[src/rtl/solar_pkg.sv]
// Shared types for the sun-tracking motor controller: motor direction and FSM state.
package solar_pkg;

    typedef enum logic [1:0] {
        DIR_N = 2'd0,
        DIR_E = 2'd1,
        DIR_S = 2'd2,
        DIR_W = 2'd3
    } dir_t;

    typedef enum logic [1:0] {
        ST_IDLE = 2'd0,
        ST_QUAL = 2'd1,
        ST_MOVE = 2'd2,
        ST_COOL = 2'd3
    } state_t;

endpackage

[src/rtl/solar_tracker_ctrl_cmp.sv]
// Overflow-safe threshold compare: gt = a > b + k, evaluated one bit wider than the samples.
module solar_cmp #(
    parameter int W = 8
) (
    input  logic [W-1:0] a,
    input  logic [W-1:0] b,
    input  logic [W-1:0] k,
    output logic         gt
);

    logic [W:0] a_ext;
    logic [W:0] bk_sum;

    assign a_ext  = {1'b0, a};
    assign bk_sum = {1'b0, b} + {1'b0, k};
    assign gt     = (a_ext > bk_sum);

endmodule

[src/rtl/solar_tracker_ctrl.sv]
// Four-axis sun-tracking motor controller with dwell qualification, hysteresis stop,
// run-time watchdog (sticky timeout flag) and post-move cooldown.
module solar_tracker_ctrl
    import solar_pkg::*;
#(
    parameter int W       = 8,
    parameter int TH      = 10,
    parameter int HYST    = 2,
    parameter int DWELL   = 4,
    parameter int MAX_RUN = 32,
    parameter int COOL    = 8
) (
    input  logic         clk,
    input  logic         rst,
    input  logic [W-1:0] lsn,
    input  logic [W-1:0] lse,
    input  logic [W-1:0] lss,
    input  logic [W-1:0] lsw,
    input  logic         en,
    input  logic         clr_to,
    output logic         mn,
    output logic         me,
    output logic         ms,
    output logic         mw,
    output logic         busy,
    output logic         timeout
);

    localparam int QW = $clog2(DWELL + 1);
    localparam int RW = $clog2(MAX_RUN + 1);
    localparam int CW = $clog2(COOL + 1);

    localparam logic [W-1:0] TH_K   = W'(TH);
    localparam logic [W-1:0] HYST_K = W'(HYST);

    logic [W-1:0] sens [4];
    logic [3:0]   cand_gt;
    logic [3:0]   stop_gt;

    assign sens[0] = lsn;
    assign sens[1] = lse;
    assign sens[2] = lss;
    assign sens[3] = lsw;

    // Index i is the lead sensor for direction i; its opposite sits two positions away.
    genvar gi;
    generate
        for (gi = 0; gi < 4; gi++) begin : g_cmp
            solar_cmp #(.W(W)) u_cand (
                .a  (sens[gi]),
                .b  (sens[(gi + 2) % 4]),
                .k  (TH_K),
                .gt (cand_gt[gi])
            );
            solar_cmp #(.W(W)) u_stop (
                .a  (sens[gi]),
                .b  (sens[(gi + 2) % 4]),
                .k  (HYST_K),
                .gt (stop_gt[gi])
            );
        end
    endgenerate

    logic cand_valid;
    dir_t cand_dir;

    always_comb begin
        cand_valid = 1'b1;
        cand_dir   = DIR_N;
        if (cand_gt[0])      cand_dir = DIR_N;
        else if (cand_gt[1]) cand_dir = DIR_E;
        else if (cand_gt[2]) cand_dir = DIR_S;
        else if (cand_gt[3]) cand_dir = DIR_W;
        else                 cand_valid = 1'b0;
    end

    state_t          state_q, state_d;
    dir_t            dir_q, dir_d;
    logic [QW-1:0]   qcnt_q, qcnt_d;
    logic [RW-1:0]   rcnt_q, rcnt_d;
    logic [CW-1:0]   ccnt_q, ccnt_d;
    logic            timeout_q, timeout_d;
    logic [3:0]      mot_q, mot_d;
    logic            busy_q, busy_d;
    logic            trip;

    always_comb begin
        state_d = state_q;
        dir_d   = dir_q;
        qcnt_d  = qcnt_q;
        rcnt_d  = rcnt_q;
        ccnt_d  = ccnt_q;
        trip    = 1'b0;
        case (state_q)
            ST_IDLE: begin
                if (en && cand_valid) begin
                    dir_d  = cand_dir;
                    qcnt_d = QW'(1);
                    rcnt_d = '0;
                    state_d = (DWELL == 1) ? ST_MOVE : ST_QUAL;
                end
            end
            ST_QUAL: begin
                if (!en || !cand_valid || (cand_dir != dir_q)) begin
                    state_d = ST_IDLE;
                end else if (int'(qcnt_q) + 1 == DWELL) begin
                    state_d = ST_MOVE;
                    rcnt_d  = '0;
                end else begin
                    qcnt_d = qcnt_q + QW'(1);
                end
            end
            ST_MOVE: begin
                // A hysteresis stop takes precedence over a watchdog trip on the same edge.
                if (!en || !stop_gt[dir_q]) begin
                    state_d = ST_COOL;
                    ccnt_d  = '0;
                end else if (rcnt_q == RW'(MAX_RUN - 1)) begin
                    trip    = 1'b1;
                    state_d = ST_COOL;
                    ccnt_d  = '0;
                end else begin
                    rcnt_d = rcnt_q + RW'(1);
                end
            end
            ST_COOL: begin
                if (ccnt_q == CW'(COOL - 1)) begin
                    state_d = ST_IDLE;
                end else begin
                    ccnt_d = ccnt_q + CW'(1);
                end
            end
            default: state_d = ST_IDLE;
        endcase

        if (trip)        timeout_d = 1'b1;
        else if (clr_to) timeout_d = 1'b0;
        else             timeout_d = timeout_q;

        mot_d  = (state_d == ST_MOVE) ? (4'b0001 << dir_d) : 4'b0000;
        busy_d = (state_d != ST_IDLE);
    end

    always_ff @(posedge clk) begin
        if (rst) begin
            state_q   <= ST_IDLE;
            dir_q     <= DIR_N;
            qcnt_q    <= '0;
            rcnt_q    <= '0;
            ccnt_q    <= '0;
            timeout_q <= 1'b0;
            mot_q     <= 4'b0000;
            busy_q    <= 1'b0;
        end else begin
            state_q   <= state_d;
            dir_q     <= dir_d;
            qcnt_q    <= qcnt_d;
            rcnt_q    <= rcnt_d;
            ccnt_q    <= ccnt_d;
            timeout_q <= timeout_d;
            mot_q     <= mot_d;
            busy_q    <= busy_d;
        end
    end

    assign mn      = mot_q[0];
    assign me      = mot_q[1];
    assign ms      = mot_q[2];
    assign mw      = mot_q[3];
    assign busy    = busy_q;
    assign timeout = timeout_q;

endmodule

[config.mk]
export PLATFORM = sky130hd
export DESIGN_NAME = solar_tracker_ctrl
export DESIGN_NICKNAME = d
export VERILOG_FILES = /design/src/rtl/solar_pkg.sv /design/src/rtl/solar_tracker_ctrl_cmp.sv /design/src/rtl/solar_tracker_ctrl.sv
export SDC_FILE = /design/constraint.sdc
export NUM_CORES = 1
export LEC_CHECK = 0
export CORE_UTILIZATION = 50
export CTS_BUF_LIST = sky130_fd_sc_hd__clkbuf_4 sky130_fd_sc_hd__clkbuf_8
export DETAILED_ROUTE_END_ITERATION = 16
export GPL_TIMING_DRIVEN = 0
export HOLD_SLACK_MARGIN = 0.12
export PLACE_DENSITY_LB_ADDON = 0.08
export SYNTH_ARGS = -nofsm -noshare
export SYNTH_HDL_FRONTEND = slang
export SYNTH_SLANG_ARGS = --single-unit
[constraint.sdc]
create_clock -name clk -period 4.4 [get_ports clk]
set_input_delay 0.66 -clock clk [delete_from_list [all_inputs] [get_ports clk]]
set_output_delay 0.66 -clock clk [all_outputs]
set_load 0.02 [all_outputs]
==> flow_summary_export.csv <==
group,metric,value,unit
timing,setup_tns,0,ps
place,place.gp.congestion,0.8633,
floorplanning,num_rows,28,
layout,antenna_cells,0,
timing,setup_viol,0,
floorplanning,core_area,5991,sq um
min_path,hold_path_class,"reg2reg",
grt,grt_util_all_layers,0.2553,
layout,area_delta_synth_final,18.21,%
timing,finalHoldViolations,0,
timing,max_freq,0.2435,GHz
yosys,synth_edf_count,0,
floorplanning,start_util,0.5217,
route,viasPerCell,5.972,
route,drtPass1Iterations,5,
yosys,netlist_area,3125,sq um
layout,final_nets,529,
critical_path,critPathMaxFanout,7,
critical_path,critPathSlowestCell,"clkdlybuf4s50_1",
pwr,p_total,0.0007681,W
grt,grt_pass1_wl,13210,um
route,drt-total-wl,7711,um
route,routedWlPerCell,15.15,um
critical_path,startpoint,"lss[4]",
yosys,ys_async_sr_fraction,0,
grt,antenna_found_initial,0,
yosys,synth_top_area_cell,"ha_1",
yosys,ys_ff_latch,23,
clock_tree,cts_root_buffer,"clkbuf_8",
critical_path,crit_path_cell_trace,"clkdlybuf4s50_1 -> clkbuf_2 -> and3_1 -> o21ai_0 -> xor2_1 -> ha_1 -> a21oi_1 -> nand2_1 -> a2111o_1 -> a221oi_2 -> a22oi_2 -> nor4_1 -> o21bai_1 -> nor4_1",
timing,fin_crit,4106,ps
timing,worst_slack,293.8,ps
yosys,synth_cell_types,59,
yosys,synth_top_area_share,0.2322,
critical_path,worstSetupEndpointType,"flip-flop",
floorplanning,die_w,81.07,um
layout,fin_util,0.6168,
route,drt_iter0_drc,114,
timing,rsz0062_at_grt,"no",
clock_tree,cts_max_path_buffers,2,
layout,fin_area,3695,sq um
yosys,netlist_top_cells_area,"ha_1 23%, dfxtp_1 15%, xor2_1 7.3%",
yosys,synthFlopType,"dfxtp_1",
place,dp_slack,-82.60,ps
pwr,ir_drop,142.4,uV
grt,overflow,0,
timing,worst_pin_slew,545.7,ps
clock_tree,worstSkewPairLatency,280,ps
timing,relSlewSlack,0.6328,
place,place_area,3630,sq um
yosys,synth_commonest_cells,"58 x ha_1, 37 x nor2_1, 28 x nand3_1",
yosys,yosysMostFrequentCell,"ha_1",
critical_path,path_common_cell,"nor4_1",
critical_path,worstPathArrival,4290,ps
layout,fillerInstances,564,
critical_path,critPathKind,"in2reg",
clock_tree,cts-hold-fix-buffers,0,
critical_path,cp-start-kind,"input port",
route,drc,0,
critical_path,reg2reg_from,"dir_q[0]",
clock_tree,cts_buffers,3,
yosys,syn_nets,483,
timing,fin_crit_sh,0.9332,
grt,grt_pass1_vias,2894,
route,ant_nets,0,
floorplanning,die-height,81.07,um
clock_tree,cts_sinks,23,
yosys,syn_inst,389,
critical_path,slowest_delay,540,ps
layout,multi_input_area,2577,sq um
run,drv_cap,0,
route,vias,3040,
grt,grt_max_degree,15,
yosys,syn_avg_cell_area,8.035,sq um
layout,ff_latch_area,460.4,sq um
layout,drive_above_1_share,0.05069,
timing,worst_clock_skew,2.127,ps
floorplanning,num_io_pins,42,
yosys,yosysSeqAreaShare,0.1473,
critical_path,required,4580,ps
clock_tree,cts_resized,0,
pwr,p_leak,1.600,nW
outcome,status,"finished, final reports clean",
yosys,yosys_warnings,0,
clock_tree,cts_setup_buffers,0,
floorplanning,die_area,6572,sq um
pwr,p_per_area,207.9,nW/um^2
clock_tree,clk_pin_slew,90,ps
min_path,hold_start,"qcnt_q[2]",
clock_tree,cts_tree,"done",
clock_tree,htree_levels,1,
place,port_buffers,41,
timing,maxSlewViolCount,0,
place,place_hpwl,6175,um
## worst max-delay path: cells and delay by family
family / cells / cell delay [ps]
AOI/OAI and AO/OA: 6 / 1340
buffers and inverters: 2 / 760
xor gates and xnor gates: 1 / 170
adders and majority gates: 1 / 320
and+or+nand+nor: 4 / 1020
## power by group
group | total, W | internal (W) | switching [W]
combinational | 0.000403 | 0.000174 | 0.000229
sequential | 0.000221 | 0.000216 | 0.00000510
clock | 0.000144 | 0.0000644 | 0.0000795
## state kept, by name (all words and copies together) (netlist names)
| name | flops |
|---|---|
| busy | 1 |
| ccnt_q | 4 |
| dir_q | 2 |
| mot_q | 4 |
| qcnt_q | 3 |
| rcnt_q | 6 |
| state_q | 2 |
| timeout | 1 |
## final cells by class
class,count,share of cell area
clock inverter,1,0.002032
inverter,20,0.02032
timing repair buffer,41,0.1111
sequential,23,0.1246
buffer,7,0.007789
tap,75,0.02540
clock buffer,3,0.01118
multi-input combinational,339,0.6976
## kinds of logic after synthesis
logic type      synth area share
buf+inv                  0.03243
mux                     0.009608
xor+xnor                  0.1093
compound gates            0.2294
simple gates              0.2398
fa+ha+maj                 0.2322
flops                     0.1473
## layout by cell type (no fill, tap or decap), types with 3 or more instances in the layout
cell type	instances
ha_1	58
clkdlybuf4s50_1	41
o21ai_0	14
dfxtp_1	23
o211ai_1	4
nand3b_1	4
o211a_1	3
a311oi_1	4
clkbuf_8	3
nand3_1	28
nand4_1	7
xnor2_1	13
nor2_1	37
clkbuf_1	5
a21o_1	8
a21oi_1	22
inv_1	20
nor2b_1	7
nand2_1	25
nor4_1	3
a211oi_1	7
and3_1	9
a41oi_1	3
xor2_1	26
nor3_1	7
mux2i_1	3
## layer usage
metal  up-vias  part of all wire  global-route usage
met4         0             0.016             0.06786
met5         -                 0                   0
met1      1394              0.51              0.3493
met3        16             0.046             0.04607
met2        79              0.43              0.4084
li1       1551                 -                   -
## per-stage QoR
stage                     cells  hold WS [ps]
after floorplan             389         441.1
after global placement      505         456.9
after detailed placement    505         463.5
after CTS                   509         485.2
after global routing        509         516.5
final                       509         482.0
## worst paths after layout
kind,to,slack [ps],depth (start not counted)
max reg2reg,rcnt_q[1],1940,7
max,mot_q[0],290,14
min reg2reg,qcnt_q[2],480,1
min,qcnt_q[2],480,1
Power figures use the tool's default switching activity.
